<file path="src/rtl/io_bus_arbiter.sv">
// Two-master round-robin arbiter in front of a single io slave.
// Optional ack timeout is enabled by defining IO_BUS_ARBITER_TIMEOUT_EN.
module io_bus_arbiter #(
    parameter int unsigned TIMEOUT_CYCLES = 1024
) (
    input  logic        system_clock,
    input  logic        hardware_reset_n,
    input  logic [27:0] m0_addr,
    input  logic [31:0] m0_data_in,
    output logic [31:0] m0_data_out,
    input  logic [3:0]  m0_data_sel,
    input  logic        m0_write,
    input  logic        m0_ready,
    output logic        m0_ack,
    input  logic [27:0] m1_addr,
    input  logic [31:0] m1_data_in,
    output logic [31:0] m1_data_out,
    input  logic [3:0]  m1_data_sel,
    input  logic        m1_write,
    input  logic        m1_ready,
    output logic        m1_ack,
    output logic [27:0] s_addr,
    output logic [31:0] s_data_out,
    output logic [3:0]  s_data_sel,
    output logic        s_write,
    output logic        s_ready,
    input  logic [31:0] s_data_in,
    input  logic        s_ack,
    output logic [1:0]  grant,
    output logic        arb_timeout
);

    typedef enum logic [1:0] {StIdle, StGrant0, StGrant1, StRelease} state_e;

    state_e state_q, state_d;
    logic   rr_q, rr_d;  // master granted last; reset value 1 lets master 0 win the first tie
    logic   timeout_hit;
    logic   in_grant;
    logic   owner_ready;

    assign in_grant    = (state_q == StGrant0) || (state_q == StGrant1);
    assign owner_ready = (state_q == StGrant1) ? m1_ready : m0_ready;

`ifdef IO_BUS_ARBITER_TIMEOUT_EN
    localparam int unsigned CntW = $clog2(TIMEOUT_CYCLES + 1);

    logic [CntW-1:0] cnt_q, cnt_d;
    logic            flag_q, flag_d;

    assign timeout_hit = in_grant && (cnt_q == CntW'(TIMEOUT_CYCLES));
    assign arb_timeout = flag_q | timeout_hit;

    always_comb begin
        cnt_d  = cnt_q;
        flag_d = flag_q | timeout_hit;
        if (state_q == StIdle && state_d != StIdle) begin
            cnt_d = '0;
        end else if (in_grant && owner_ready && !s_ack && !timeout_hit) begin
            cnt_d = cnt_q + 1'b1;
        end
    end

    always_ff @(posedge system_clock or negedge hardware_reset_n) begin
        if (!hardware_reset_n) begin
            cnt_q  <= '0;
            flag_q <= 1'b0;
        end else begin
            cnt_q  <= cnt_d;
            flag_q <= flag_d;
        end
    end
`else
    logic unused_timeout_cfg;

    assign unused_timeout_cfg = (TIMEOUT_CYCLES == 0);
    assign timeout_hit        = 1'b0;
    assign arb_timeout        = 1'b0;
`endif

    always_ff @(posedge system_clock or negedge hardware_reset_n) begin
        if (!hardware_reset_n) begin
            state_q <= StIdle;
            rr_q    <= 1'b1;
        end else begin
            state_q <= state_d;
            rr_q    <= rr_d;
        end
    end

    always_comb begin
        state_d = state_q;
        rr_d    = rr_q;
        unique case (state_q)
            StIdle: begin
                if (!s_ack) begin
                    if (m0_ready && m1_ready) begin
                        state_d = rr_q ? StGrant0 : StGrant1;
                    end else if (m0_ready) begin
                        state_d = StGrant0;
                    end else if (m1_ready) begin
                        state_d = StGrant1;
                    end
                end
                if (state_d == StGrant0) rr_d = 1'b0;
                if (state_d == StGrant1) rr_d = 1'b1;
            end
            StGrant0, StGrant1: begin
                if (timeout_hit || !owner_ready) state_d = StRelease;
            end
            StRelease: begin
                // Wait out any lingering ack so it cannot leak to the next owner.
                if (!s_ack) state_d = StIdle;
            end
        endcase
    end

    always_comb begin
        grant       = 2'b00;
        s_addr      = '0;
        s_data_out  = '0;
        s_data_sel  = '0;
        s_write     = 1'b0;
        s_ready     = 1'b0;
        m0_ack      = 1'b0;
        m0_data_out = '0;
        m1_ack      = 1'b0;
        m1_data_out = '0;
        unique case (state_q)
            StGrant0: begin
                grant       = 2'b01;
                s_addr      = m0_addr;
                s_data_out  = m0_data_in;
                s_data_sel  = m0_data_sel;
                s_write     = m0_write;
                s_ready     = m0_ready & ~timeout_hit;
                m0_ack      = s_ack | timeout_hit;
                m0_data_out = timeout_hit ? 32'hFFFF_FFFF : s_data_in;
            end
            StGrant1: begin
                grant       = 2'b10;
                s_addr      = m1_addr;
                s_data_out  = m1_data_in;
                s_data_sel  = m1_data_sel;
                s_write     = m1_write;
                s_ready     = m1_ready & ~timeout_hit;
                m1_ack      = s_ack | timeout_hit;
                m1_data_out = timeout_hit ? 32'hFFFF_FFFF : s_data_in;
            end
            StIdle, StRelease: ;
        endcase
    end

endmodule

</file>
<file path="config.mk">
export PLATFORM = sky130hd
export DESIGN_NAME = io_bus_arbiter
export DESIGN_NICKNAME = d
export VERILOG_FILES = /design/src/rtl/io_bus_arbiter.sv
export SDC_FILE = /design/constraint.sdc
export NUM_CORES = 1
export LEC_CHECK = 0
export ABC_AREA = 1
export BUFFER_PORTS_ARGS = -buffer_cell sky130_fd_sc_hd__buf_2
export CAP_MARGIN = 20
export CORE_AREA = 2 2 116 118
export CTS_CLUSTER_SIZE = 28
export DETAILED_ROUTE_END_ITERATION = 10
export DIE_AREA = 0 0 118 120
export SYNTH_ARGS = -nofsm -noshare
export SYNTH_HDL_FRONTEND = slang
export SYNTH_SLANG_ARGS = --single-unit
</file>
<file path="constraint.sdc">
create_clock -name system_clock -period 1.9 [get_ports system_clock]
set_clock_uncertainty 0.2 [all_clocks]
set_input_delay 0.19 -clock system_clock [delete_from_list [all_inputs] [get_ports system_clock]]
set_output_delay 0.19 -clock system_clock [all_outputs]
set_load 0.03 [all_outputs]
</file>
==> metrics.md <==
| Metric | Value |
|---|---|
| Status | `finished with violations` |
| Failing checks | `setup timing` |
| PnR worst setup slack | `-0.0922 ns` |
| H-tree levels | `1` |
| Max Buffers Root-to-Sink | `2` |
| Adder-cell share of the synthesized area | `0.0414` |
| Worst Setup Path Type | `reg -> out` |
| Max FO, Critical Path | `10` |
| Max-cap violations | `0` |
| Final HPWL DP | `7.92 mm` |
| Post-DP Area | `3860 µm²` |
| Reg2Reg Setup Slack | `0.08 ns` |
| Largest stage delay, worst path | `0.38 ns` |
| Num CTS Buffers | `3` |
| Starting density of the core | `0.140` |
| CTS sink cnt | `3` |
| CP startpoint | `state_q[1]` |
| Pwr Density | `2160 nW/µm²` |
| Yosys reg bits | `3` |
| # DRC | `0` |
| Synth warnings | `0` |
| Clk slew on worst S/H paths | `~0.03 ns` |
| Crit-path cells | `inv_2 > ha_4 > buf_8 > clkbuf_16 > nand2_1 > a21oi_1 > buf_4` |
| Final period util | `1.05` |
| Origin of the critical flop-to-flop path | `state_q[1]` |
| DRT antenna net count | `0` |
| First-pass GRT wire length | `17.5 mm` |
| RR Endpoint | `rr_q` |
| Largest family of logic cells by synthesized area | `simple AND/OR/NAND/NOR gates` |
| CTS Root Cell | `clkbuf_16` |
| Port-buffer cells | `300` |
| Leak Pwr | `2.97 nW` |
| Hold WC Path Type | `in -> async` |
| Minimum clock period | `~2 ns` |
| Die Y | `~120 µm` |
| Mapped Nets | `576` |
| Peak VDD IR | `about 1.3 mV` |
| Die ar. | `14,200 µm²` |
| Post-synthesis simple-gate area fraction | `0.446` |
| CP top delay family | `buffers and inverters` |
| Post-synthesis mux area share | `0` |
| Critical Path Slowest Stage Cell | `dfrtp_1` |
| Chip width | `118 µm` |
| # setup viols final | `76` |
| Fin cells | `around 890` |
| Vias after detailed routing | `3,774` |
| Number of placed I/O pins | `~300` |
| Total track usage | `0.148` |
| Final net count | `891` |
| Post-Syn Area | `1810 µm²` |
| ANT cells | `0` |
| Initial DRC count | `190` |
| TritonCTS clock tree | `done` |
| Mapped Cells | `403` |
| Total gr overflow | `0` |
| Hold Fails Final Rpt | `0` |
| Arrival @ worst endpoint | `1.60 ns` |
| Number of global-route vias before repair | `between 3,000 and 4,000` |
| Power Total | `11.5 mW` |
| Worst-case reg-to-reg path depth | `11` |
| DP Cell Count | `864` |
| Initial antenna violation count | `1` |
| Area of the core | `roughly 13,000 µm²` |
| Wire length per cell | `14.2 µm` |
| Synth-to-Final Area Change | `193%` |
| WP buf/inv | `4` |
| Pre-antenna DRT Iters | `5` |
| Clk_lat worst skew | `0.22 ns` |
| Critical Path RT | `1.51 ns` |
| Yosys cell types | `17` |
| RePlAce Congestion | `0.812` |
| Largest net degree at the start of global routing | `39` |
| Startpoint types | `flop` |
| Final slew viol count | `0` |
| Synth Area in Compound Gates | `0.211` |
| CP Capture Type | `output pin` |
| Avg Vias per Cell | `4.23` |
| Area share of xor/xnor cells in the synthesized design | `0` |
| Max Clk Rate | `502 MHz` |
| Pre-CTS setup slack | `around 0.073 ns` |
| DRT Wirelength | `12.7 mm` |
| Unrepaired setup endpoints after global routing | `true` |
| Fraction of layout cells with a size suffix above 1 | `0.637` |
| FP Rows | `42` |
| Avg Inst Size Synth | `~4.5 µm²` |
| Fin area | `5310 µm²` |
| Sequential share of the synthesized area | `0.0421` |
[metrics by stage]
step	hold slack, ns	TNS [ns]	util
2_1_floorplan	-0.306	-4.97	-
3_3_place_gp	-0.207	0	0.298
3_5_place_dp	-0.206	0	0.298
4_1_cts	0.0896	-2.27	0.371
5_1_grt	0.103	-7.83	0.409
6_report	0.0931	-3.30	0.409
[sequential cells by signal (all words and copies together) (netlist names)]
name	count
rr_q	1
state_q	2
[what timing repair did]
| item | CTS | global route |
|---|---|---|
| resized for setup | 188 | 133 |
| pin swaps | 2 | 17 |
| hold buffers | 1 | 0 |
| gates cloned | 7 | 7 |
| endpoints found under the hold margin | 3 | 0 |
| setup endpoints to repair | 97 | 115 |
| setup buffers | 8 | 4 |
[per-layer routing]
metal | track usage | vias to the layer above | share of wire
li1 | - | 1818 | -
met1 | 0.170 | 1750 | 0.39
met2 | 0.285 | 182 | 0.53
met3 | 0.0285 | 22 | 0.070
met4 | 0.0286 | 2 | 0.014
met5 | 0 | - | 0.00079
[Yosys cell counts, drive strengths merged]
cell    count  area [µm²]
nand2     210         788
inv        75         282
a21oi      70         362
buf        28         179
ha          6        75.1
nor2        4        15.0
clkbuf      2        7.51
dfrtp       2        50.1
o21ai       2        13.8
a21boi      1        7.51
conb        1        3.75
dfstp       1        26.3
nand3       1        5.00
[logic make-up (layout without fill, tap and decap cells)]
group                    count (synthesis)  in the layout
other                                    1              1
adder cells (fa/ha/maj)                  6              6
AO/OA/AOI/OAI                           73             73
flip-flops                               3              3
buffers and inverters                  105            419
AND/OR/NAND/NOR                        215            215
[layout make-up]
class	count	area, µm²
fill	1357	7670
timing repair buffer	340	2760
multi-input combinational	295	1890
inverter	75	292
tap	176	220
clock buffer	4	78.8
sequential	3	76.3
[cell usage in the layout (no fill, tap or decap)]
master | Yosys | layout
nand2_1 | 210 | 174
dfrtp_1 | 2 | 2
buf_8 | 0 | 5
nor2_2 | 0 | 1
nand2_2 | 0 | 30
dlygate4sd3_1 | 0 | 1
clkbuf_4 | 0 | 8
ha_4 | 0 | 3
conb_1 | 1 | 1
a21oi_2 | 3 | 29
o21ai_2 | 1 | 1
a21boi_2 | 0 | 1
buf_16 | 0 | 5
buf_2 | 17 | 175
inv_2 | 0 | 9
inv_1 | 75 | 64
a21oi_1 | 67 | 9
buf_6 | 3 | 78
nor2_1 | 4 | 3
ha_1 | 6 | 3
inv_8 | 0 | 1
inv_4 | 0 | 1
buf_4 | 8 | 53
a21oi_4 | 0 | 32
dfstp_2 | 1 | 1
clkbuf_1 | 2 | 1
nand3_1 | 1 | 1
buf_12 | 0 | 11
nand2_4 | 0 | 6
o21ai_0 | 1 | 1
clkbuf_16 | 0 | 7
[power breakdown]
part           internal, mW  switching [mW]  leakage (nW)
sequential            0.108          0.0180        0.0335
clock                 0.277          0.0588        0.0382
combinational          4.70            6.32          2.90
total                  5.09            6.40          2.97
[worst reg2reg max path: stages (launching register included)]
cell      delay [ns]
dfrtp_1         0.38
inv_2           0.11
buf_4           0.12
buf_4           0.09
buf_4           0.10
nand2_1         0.05
a21boi_2        0.15
ha_1            0.28
inv_2           0.05
nand2_2         0.06
nor2_2          0.11
a21oi_2         0.04
[worst max path at each step]
stage | depth (start not counted) | to | slack (ns)
finish | 7 | s_data_out[20] | -0.09
global route | 7 | s_addr[13] | -0.13
CTS | 7 | s_addr[5] | -0.1
detailed placement | 6 | s_addr[5] | 0.07
global placement | 6 | s_ready | 0.07
floorplan | 6 | s_addr[4] | -0.16
Power figures use the tool's default switching activity.
